<file path="src/rtl/onehot_decoder_seq.sv">
// onehot_decoder_seq: registered N-to-2^N one-hot decoder with a valid/ready
// select handshake and an automatic scan mode. The scan walks the one-hot
// output across all 2^N lines and holds each line for DWELL cycles.
module onehot_decoder_seq #(
   parameter int N     = 3,
   parameter int DWELL = 4
) (
   input  logic              clk,
   input  logic              rst,
   input  logic              en,
   input  logic              mode,
   input  logic              sel_valid,
   input  logic [N-1:0]      sel,
   output logic              sel_ready,
   output logic [2**N-1:0]   y,
   output logic              y_valid,
   output logic              scan_done
);

   localparam int W  = 2**N;
   localparam int DW = (DWELL > 1) ? $clog2(DWELL) : 1;

   localparam logic [W-1:0]  ONE   = W'(1);
   localparam logic [DW-1:0] DLAST = DW'(DWELL - 1);
   localparam logic [N:0]    VLAST = (N+1)'(W - 1);

   typedef enum logic {IDLE, SCAN} state_t;

   state_t          state;
   logic [N-1:0]    idx;
   logic [DW-1:0]   dcnt;
   logic [N:0]      vcnt;

   // Requests are taken only while idle and enabled.
   always_comb begin
      sel_ready = (state == IDLE) && en;
   end

   // Handshake, decode and scan sequencing with registered outputs.
   always_ff @(posedge clk or posedge rst) begin
      if (rst) begin
         state     <= IDLE;
         idx       <= '0;
         dcnt      <= '0;
         vcnt      <= '0;
         y         <= '0;
         y_valid   <= 1'b0;
         scan_done <= 1'b0;
      end else begin
         scan_done <= 1'b0;
         case (state)
            IDLE: begin
               if (!en) begin
                  y       <= '0;
                  y_valid <= 1'b0;
               end else if (sel_valid) begin
                  y       <= ONE << sel;
                  y_valid <= 1'b1;
                  if (mode) begin
                     state <= SCAN;
                     idx   <= sel;
                     dcnt  <= '0;
                     vcnt  <= '0;
                  end
               end
            end
            SCAN: begin
               if (en) begin
                  if (dcnt == DLAST) begin
                     dcnt <= '0;
                     if (vcnt == VLAST) begin
                        state     <= IDLE;
                        idx       <= '0;
                        vcnt      <= '0;
                        y         <= '0;
                        y_valid   <= 1'b0;
                        scan_done <= 1'b1;
                     end else begin
                        vcnt <= vcnt + (N+1)'(1);
                        idx  <= idx + N'(1);
                        y    <= ONE << (idx + N'(1));
                     end
                  end else begin
                     dcnt <= dcnt + DW'(1);
                  end
               end
            end
            default: state <= IDLE;
         endcase
      end
   end

endmodule

</file>
<file path="config.mk">
export PLATFORM = sky130hd
export DESIGN_NAME = onehot_decoder_seq
export DESIGN_NICKNAME = d
export VERILOG_FILES = /design/src/rtl/onehot_decoder_seq.sv
export SDC_FILE = /design/constraint.sdc
export NUM_CORES = 1
export LEC_CHECK = 0
export CORE_MARGIN = 4
export CORE_UTILIZATION = 56
export CTS_BUF_LIST = sky130_fd_sc_hd__clkbuf_8
export CTS_CLUSTER_SIZE = 24
export DETAILED_ROUTE_END_ITERATION = 7
export DONT_BUFFER_PORTS = 1
export GPL_TIMING_DRIVEN = 0
export PLACE_DENSITY = 0.74
export SYNTH_ARGS = -nofsm -noshare
export SYNTH_HDL_FRONTEND = slang
export SYNTH_SLANG_ARGS = --single-unit
</file>
<file path="constraint.sdc">
create_clock -name clk -period 1.4 [get_ports clk]
set_clock_uncertainty 0.1 [all_clocks]
set_input_delay 0.28 -clock clk [delete_from_list [all_inputs] [get_ports clk]]
set_output_delay 0.28 -clock clk [all_outputs]
set_load 0.02 [all_outputs]
</file>
==> insert_results.sql <==
INSERT INTO impl_metrics (metric_group, metric, value, unit) VALUES
('hold_path', 'hold-path-cell-count', '2', ''),
('drt', 'drt-pass1-iter-count', '4', ''),
('critical_path', 'timing.reg2reg.setup_slack', '-0.12', 'ns'),
('power', 'share_clk_of_total_power', '16.1', '%'),
('yosys', 'syn-instance-count', '110', ''),
('clocking', 'cts_made_buffers', '3', ''),
('place', 'detailed_place_hpwl', '1710', 'um'),
('timing', 'period_minus_slack', '1.52', 'ns'),
('place', 'gp_routability_congestion', '0.828', ''),
('drt', 'antenna_left', '0', ''),
('critical_path', 'cp-startpoint', 'vcnt[1]$_DFFE_PP0P_', ''),
('global_route', 'grt_overflow_total', '0', ''),
('clocking', 'clock_tree.root_cell', 'sky130_fd_sc_hd__clkbuf_8', ''),
('timing', 'fmax', '657', 'MHz'),
('floorplan', 'die-height', '54.6', 'um'),
('yosys', 'synth_top_area_share', '41.2', '%'),
('global_route', 'grt.total_usage', '20.7', '%'),
('floorplan', 'top_level_ports', '19', ''),
('clocking', 'cts.htree.levels', '1', ''),
('layout', 'antenna-diode-count', '0', ''),
('critical_path', 'worstRegToRegCells', '4', ''),
('yosys', 'yosys_warnings', '0', ''),
('power', 'cell_internal_pwr', '1660', 'uW'),
('timing', 'fin_hold_ws', '0.0406', 'ns'),
('power', 'leakage_power', '0.000631', 'uW'),
('yosys', 'async_flop_share', '100', '%'),
('critical_path', 'reg2reg_from', 'vcnt[1]$_DFFE_PP0P_', ''),
('floorplan', 'die_w', '54.6', 'um'),
('layout', 'final_nets', '141', ''),
('drt', 'route.detailed.vias_per_inst', '6.12', ''),
('run', 'maxCapViolations', '0', ''),
('critical_path', 'cp_top_family', 'flip-flops', ''),
('timing', 'finalWorstSetupSlack', '-0.123', 'ns'),
('yosys', 'synth_area_leader_cell', 'sky130_fd_sc_hd__dfrtp_1', ''),
('critical_path', 'cp_data_arrival_time', '1.57', 'ns'),
('critical_path', 'critPathMaxFanout', '6', ''),
('place', 'input_output_buffers', '0', ''),
('timing', 'timing_max_transition_violations_final', '0', ''),
('critical_path', 'cp_cell_sequence', 'ha_4 > nand3b_1 > a31o_2 > mux2_4', ''),
('yosys', 'synth_cell_type_count', '40', ''),
('hold_path', 'holdCritPathClass', 'input pin to flop', ''),
('timing', 'final.period_utilization', '109', '%'),
('clocking', 'cts_max_path_buffers', '2', ''),
('global_route', 'globalRouteMet1Util', '26.7', '%'),
('floorplan', 'coreArea', '2000', 'um2'),
('yosys', 'syn_area', '1210', 'um2'),
('clocking', 'clk_transition_reported_paths', '0.07', 'ns'),
('global_route', 'busiest_layer', 'met2', ''),
('yosys', 'synth-seq-cells', '20', ''),
('run_status', 'status', 'finished with violations', ''),
('global_route', 'grt_max_degree', '21', ''),
('run_status', 'violations', 'negative setup slack', ''),
('floorplan', 'placement_rows', '16', ''),
('drt', 'detail_route.iter0.violations', '27', ''),
('yosys', 'ys_seq_area_share', '41.2', '%'),
('timing', 'grt_setup_unrepaired', 'true', ''),
('timing', 'timing.final.hold_violations', '0', ''),
('place', 'numPlacedInstances', '137', ''),
('critical_path', 'startpoint_type', 'flop', ''),
('power', 'p_sw_share', '39.3', '%'),
('yosys', 'netlist_top_cells_count', 'sky130_fd_sc_hd__dfrtp_1, sky130_fd_sc_hd__a211oi_1, sky130_fd_sc_hd__a2bb2oi_1, sky130_fd_sc_hd__nand4_1, sky130_fd_sc_hd__ha_1', ''),
('critical_path', 'critical_path.endpoint_type', 'flop', ''),
('yosys', 'synth_ff_type', 'sky130_fd_sc_hd__dfrtp_1', ''),
('place', 'dpl_cell_area', '1260', 'um2'),
('critical_path', 'critical_path.n_buffers_inverters', '0', ''),
('yosys', 'synth_top_cells_by_area', 'sky130_fd_sc_hd__dfrtp_1, sky130_fd_sc_hd__ha_1, sky130_fd_sc_hd__a2bb2oi_1, sky130_fd_sc_hd__a211oi_1, sky130_fd_sc_hd__nand4_1', ''),
('timing', 'finalSetupViolations', '13', ''),
('hold_path', 'min-delay-start', 'sel_valid', ''),
('clocking', 'clock-sinks', '20', ''),
('yosys', 'synthesis.area_per_instance', '11.0', 'um2'),
('critical_path', 'worstPathRequired', '1.45', 'ns');
cells by family after synthesis:
group,count (synthesis),share of synthesized area (%)
fa+ha+maj,7,7.22
buf+inv,10,4.85
xor+xnor,2,1.44
simple gates,36,20.5
mux,3,2.58
compound gates,32,22.2
flops,20,41.2
final cells by class:
| type | instances | area [um2] | share of cell area, % |
|---|---|---|---|
| tap | 27 | 33.8 | 2.28 |
| inverter | 5 | 18.8 | 1.27 |
| clock buffer | 4 | 55.1 | 3.71 |
| sequential | 20 | 500 | 33.8 |
| timing repair buffer | 11 | 105 | 7.09 |
| buffer | 5 | 42.5 | 2.87 |
| multi-input combinational | 80 | 727 | 49.0 |
per-stage QoR:
| step | TNS [ns] | setup slack, ns | power, uW |
|---|---|---|---|
| floorplan | -0.0606 | -0.0606 | 1810 |
| detailed placement | -1.43 | -0.171 | 2000 |
| CTS | -0.356 | -0.0987 | 2630 |
| global placement | -1.30 | -0.167 | 1970 |
| finish | -0.713 | -0.123 | 2730 |
| global route | -1.83 | -0.177 | 2910 |
placed cells by master, fill, tap and decap left out, drive strengths merged, types with 5 or more instances in the layout:
master,synthesis,routed
ha,7,7
dfrtp,20,20
buf,5,15
a211oi,9,9
nor2b,5,5
a2bb2oi,8,8
nand4,8,8
inv,5,5
timing repair:
action / in CTS / in global routing
pin swaps: 4 / 6
hold buffers: 1 / 0
cloned: 0 / 0
endpoints found under the setup margin: 12 / 17
endpoints found under the hold margin: 20 / 0
resized for setup: 9 / 4
buffers inserted: 8 / 2
registers in the layout (all words and copies together), names as in the netlist:
name	flops
dcnt	2
idx	3
scan_done	1
state	1
vcnt	4
y	8
y_valid	1
power groups by stage:
stage | sequential [uW] | clock (uW) | combinational [uW]
global placement | 1150 | 0 | 817
global route | 1210 | 467 | 1230
finish | 1170 | 440 | 1120
floorplan | 1110 | 0 | 699
CTS | 1170 | 439 | 1030
detailed placement | 1160 | 0 | 839
worst max-delay path by stage:
stage | to | slack, ns | cells past startpoint
after CTS | idx[0]$_DFFE_PP0P_ | -0.1 | 4
final | idx[0]$_DFFE_PP0P_ | -0.12 | 4
after global placement | idx[0]$_DFFE_PP0P_ | -0.17 | 4
after floorplan | idx[0]$_DFFE_PP0P_ | -0.06 | 4
after detailed placement | idx[0]$_DFFE_PP0P_ | -0.17 | 4
after global routing | y[2]$_DFFE_PP0P_ | -0.18 | 5
routing by layer:
layer,share of wire [%],vias to the layer above,wire [um]
li1,-,445,-
met1,46,450,1210
met2,47,28,1220
met3,4.6,7,120
met4,2.3,0,61
met5,0,-,0
Power figures use the tool's default switching activity.
==> RTL edit 1: new RTL, same settings <==
Change the parameter `N` from 3 to 4.
--- a/src/rtl/onehot_decoder_seq.sv
+++ b/src/rtl/onehot_decoder_seq.sv
@@ -2,7 +2,7 @@
 // select handshake and an automatic scan mode. The scan walks the one-hot
 // output across all 2^N lines and holds each line for DWELL cycles.
 module onehot_decoder_seq #(
-   parameter int N     = 3,
+   parameter int N     = 4,
    parameter int DWELL = 4
 ) (
    input  logic              clk,
Ports: changed (resized sel and y); port bits go from 19 to 28. No check against the original RTL was run, so the function may have changed too.
==> RTL edit 1 against the unedited design <==
  * The flow still finishes with violations (negative setup slack)
  * Worst setup slack worse by 130 ps
  * Synthesized cell count grew 55%
  * Cell area increased by 55%
  * Cell count increased by 55%
  * First-iteration DRC count rose to 3.1 times the old value
  * Synthesized area up 41%
  * Power is 88% higher
  * Count of clock-buffer cells in the layout increased by 1
  * Sequential cell count grew 10
  * Sequential share of layout area down 0.89 points
  * Wire length grew 75%
  * Maximum frequency shrank 8.0%
  * Combinational power increased by 130%
  * Largest cell class unchanged
==> RTL edit 1: results (changes against the unedited design) <==
status=finished, violations left; failing checks=negative setup slack; Leakage Power=0.9578 nW (+52%); largest registers=y: 16 flops, vcnt: 5 flops, idx: 4 flops; post-synthesis xor/xnor area fraction=4.155% (+2.7 points); hold crit path type=input pin to asynchronous set/reset pin; Port Buf Inserts=0 (unchanged); CP arrival=1760 ps (+190 ps); Clock Tree Buf Depth=2 (unchanged); PwrDens=2231 mW/mm² (+21%); WL final=4560 µm (+75%); setup TNS=-4599 ps (-3886 ps); Reg2Reg Depth=5 (+1); post-CTS setup buffer count=22 (+14); total CTS buffers=5 (+2); Syn Nets=186 (+49%); FF-to-FF Start=idx[0]; VDD IR-drop max=0.001781 V (+32%); mux share of post-synthesis cell area=0% (-2.6 points); Clk Latency, worst-skew pair=300 ps (+40 ps); GRT Util Overall=23.92% (+3.2 points); dpl hpwl=2838 µm (+66%); share of cells above drive strength 1=43.14% (+13 points); TritonRoute pass-1 iters=4 (unchanged); DR vias=1,517 (+63%); post-synthesis cell type count=44 (+10%); H-tree Lvls=2 (+1); initial DRC count=85 (+210%); Main synth FF type=dfrtp_1; Synth async-reset ratio=100.0% (unchanged); initial antenna violation count=0 (unchanged); PnR worst setup slack=-255.8 ps (-132.8 ps); worst setup path endpoint=y[0]; largest net degree at the start of global routing=31 (+48%); post_cts resized=21 (+12); nets@finish=219 (+55%); Startpoint Class=register; first-pass GRT wire length=7431 µm (+67%); Post-synth top cells=30 x dfrtp_1, 20 x nor2_1, 19 x a21oi_1; post-synthesis sequential area ratio=43.73% (+2.5 points); clock slew at reported path FFs=70 ps (about the same); RePlAce Congestion=0.8596 (+3.8%); Max FO, Critical Path=8 (+2); Fill cells=165 (+17%); Synth Area in Adders=5.102% (-2.1 points); vias in the first global route=1,555 (+62%); clk root buf=clkbuf_8; top post-synthesis cells by area=dfrtp_1 44%, a21oi_1 5.5%, ha_1 5.1%; Yosys warning total=0 (unchanged); final setup violation count=27 (+14); area post-placement=0.001834 mm² (+45%); Synth Area in Compound Gates=22.67% (+0.50 points); Slew @ Worst Pin=1111 ps (+388.2 ps)
-- RTL edit 1: cell count changes after synthesis, sizes merged, moves of 5 or more --
cell    before  now
a211oi       9    0
a21oi        2   21
a22oi        0    7
a32oi        0    5
dfrtp       20   30
nand2        3    9
nand4        8    3
nor2         4   21
nor3         0    7
o21ai        3   11
-- RTL edit 1: per-stage QoR --
| step | std cells | setup slack, ps |
|---|---|---|
| floorplan | 170 | -100.4 |
| global placement | 201 | -207.3 |
| detailed placement | 201 | -246.3 |
| CTS | 233 | -245.4 |
| global route | 235 | -364.3 |
| finish | 235 | -255.8 |
-- RTL edit 1: worst min path at each step --
stage / startpoint / end / slack [ps] / cells past startpoint
2_1_floorplan: rst / dcnt[0] / 270 / 1
3_3_place_gp: dcnt[0] / dcnt[0] / 370 / 1
3_5_place_dp: sel[2] / idx[2] / 370 / 2
4_1_cts: sel[1] / idx[1] / 80 / 2
5_1_grt: sel[1] / idx[1] / 90 / 2
6_report: rst / state / 60 / 1
-- RTL edit 1: area by class of cell --
class	instances	share of cell area (%)
inverter	6	1.144
timing repair buffer	25	9.319
buffer	8	2.779
sequential	30	32.86
clock inverter	3	0.5995
multi-input combinational	127	48.61
tap	31	1.689
clock buffer	5	2.997
-- RTL edit 1: routing by layer --
layer	track usage [%]	routed length (µm)
met4	12.94	91
met5	0	0
met1	27.25	1868
met3	6.927	350
met2	40.16	2249
-- RTL edit 1: worst max-delay path: stages, from the launching register on --
cell and delay [ps]:
dfrtp_2 440, ha_4 190, xnor2_4 250, nand4_1 230, a2bb2oi_1 180, a21oi_1 160
-- RTL edit 1: report_power, final --
group          switching, mW  total [mW]  internal [mW]
sequential             0.675        1.91           1.23
combinational           1.25        2.54           1.29
clock                  0.334       0.670          0.336
total                   2.26        5.12           2.86
==> RTL edit 2: new RTL, config.mk and constraints unchanged <==
Made on the original files. Make the reset (`rst`) synchronous in one clocked block.
--- a/src/rtl/onehot_decoder_seq.sv
+++ b/src/rtl/onehot_decoder_seq.sv
@@ -37,7 +37,7 @@
    end
 
    // Handshake, decode and scan sequencing with registered outputs.
-   always_ff @(posedge clk or posedge rst) begin
+   always_ff @(posedge clk) begin
       if (rst) begin
          state     <= IDLE;
          idx       <= '0;
Function: differs if rst is asserted again (counterexample within 4 cycles, from zero or initial values and one cycle with rst high); with rst held inactive, the same outputs for 10 cycles.
==> RTL edit 2 against the unedited design <==
  * The run still ends with negative setup slack left
  * Count of clock-buffer cells in the layout decreased by 1
  * Global-route usage up 2.8 points
  * Sequential cell count did not move
  * Critical path depth rose by 1
  * Cell area up 6.5%
  * Worst setup slack better by 45 ps
  * Maximum frequency up 3.1%
  * Synthesized area is 2.2% lower
  * Synthesized cell count increased by 19%
  * Wire length up 24%
  * Critical path type unchanged
  * Critical endpoint is now vcnt[3]
  * Highest routed layer unchanged
Power is not compared: it rests on default switching activity, and its combinational part moved more than twofold at a synthesized area within 25%.
==> RTL edit 2: results (changes against the unedited design) <==
status=finished, violations left; failing checks=negative setup slack; Max FO, Critical Path=4 (-2); WL final=3230 µm (+24%); PnR worst setup slack=-77.78 ps (+45.25 ps); Post-Syn Instances=131 (+19%); Main synth FF type=dfxtp_1; share of cells above drive strength 1=38.46% (+8.1 points); WL/cell=19.00 µm (+11%); final setup violation count=10 (-3); slowest stage cell, crit path=or4_4; post-synthesis sequential area ratio=33.72% (-7.5 points); Synth Area in Adders=7.376% (+0.16 points); area post-placement=0.001226 mm² (-3.0%); mux share of post-synthesis cell area=0% (-2.6 points); Slew @ Worst Pin=528.5 ps (-194.7 ps); post-synthesis xor/xnor area fraction=1.475% (+0.032 points); GRT Util Overall=23.51% (+2.8 points); initial DRC count=49 (+81%); Syn Nets=146 (+17%); RePlAce Congestion=0.9161 (+11%); Synth Area in Compound Gates=22.55% (+0.39 points); FF-to-FF Start=dcnt[0]; top post-synthesis cells by area=dfxtp_1 34%, a311oi_1 9.6%, ha_1 7.4%; worst r2r dst=vcnt[3]; vias in the first global route=1,055 (+10%); Worst Hold Slack=92.16 ps (+51.55 ps); Post-synth top cells=20 x dfxtp_1, 14 x nand3_1, 13 x a311oi_1; Critical Path Max Stage Delay=470 ps (+70 ps); post-synthesis cell type count=36 (-10%)
-- RTL edit 2: changes by cell type after synthesis, sizes merged, moves of 3 or more --
cell and delta:
nor3b -3, dfrtp -20, a311oi +13, nand3 +13, a2bb2oi -7, clkbuf +4
a21oi +4, nand2b +3, dfxtp +20, nand2 +4, buf +3, nor3 +4
-- RTL edit 2: power by group --
part	switching (mW)	total (mW)	internal [mW]
Combinational	0.163	0.313	0.150
Clock	0.189	0.380	0.192
Sequential	0.0675	0.671	0.604
Total	0.419	1.36	0.946
-- RTL edit 2: cell type report --
type                            instances  area, µm²  share of cell area, %
Buffer                                 12      130.1                  8.241
Timing Repair Buffer                    9      101.3                  6.418
Inverter                                4      15.01                 0.9509
Tap cell                               27      33.78                  2.139
Multi-Input combinational cell         95      840.8                  53.25
Clock buffer                            3      41.29                  2.615
Sequential cell                        20      416.7                  26.39
-- RTL edit 2: cells by family after synthesis --
kind of cell	after synthesis
adder cells (fa/ha/maj)	7
flip-flops	20
buffers and inverters	16
XOR/XNOR	2
AND/OR/NAND/NOR	51
AO/OA/AOI/OAI	35
-- RTL edit 2: repair_timing --
item	in CTS	in global routing
setup buffers	2	6
resized for setup	28	26
endpoints found under the hold margin	0	0
pin swaps	9	7
setup endpoints to repair	18	16
gates cloned	1	1
-- RTL edit 2: layer usage --
metal | track usage, % | up-vias | share of wire [%]
met3 | 4.432 | 2 | 7.3
met2 | 37.10 | 50 | 50
li1 | - | 533 | -
met1 | 31.82 | 565 | 42
met4 | 8.299 | 0 | 0.71
met5 | 0 | - | 0
-- RTL edit 2: critical path, delay by kind of cell, from the launching register on --
family,cells,cell delay (ps)
adders and majority gates,1,140
AOI/OAI and AO/OA,1,140
DFF,1,370
and+or+nand+nor,2,540
buffers and inverters,1,110
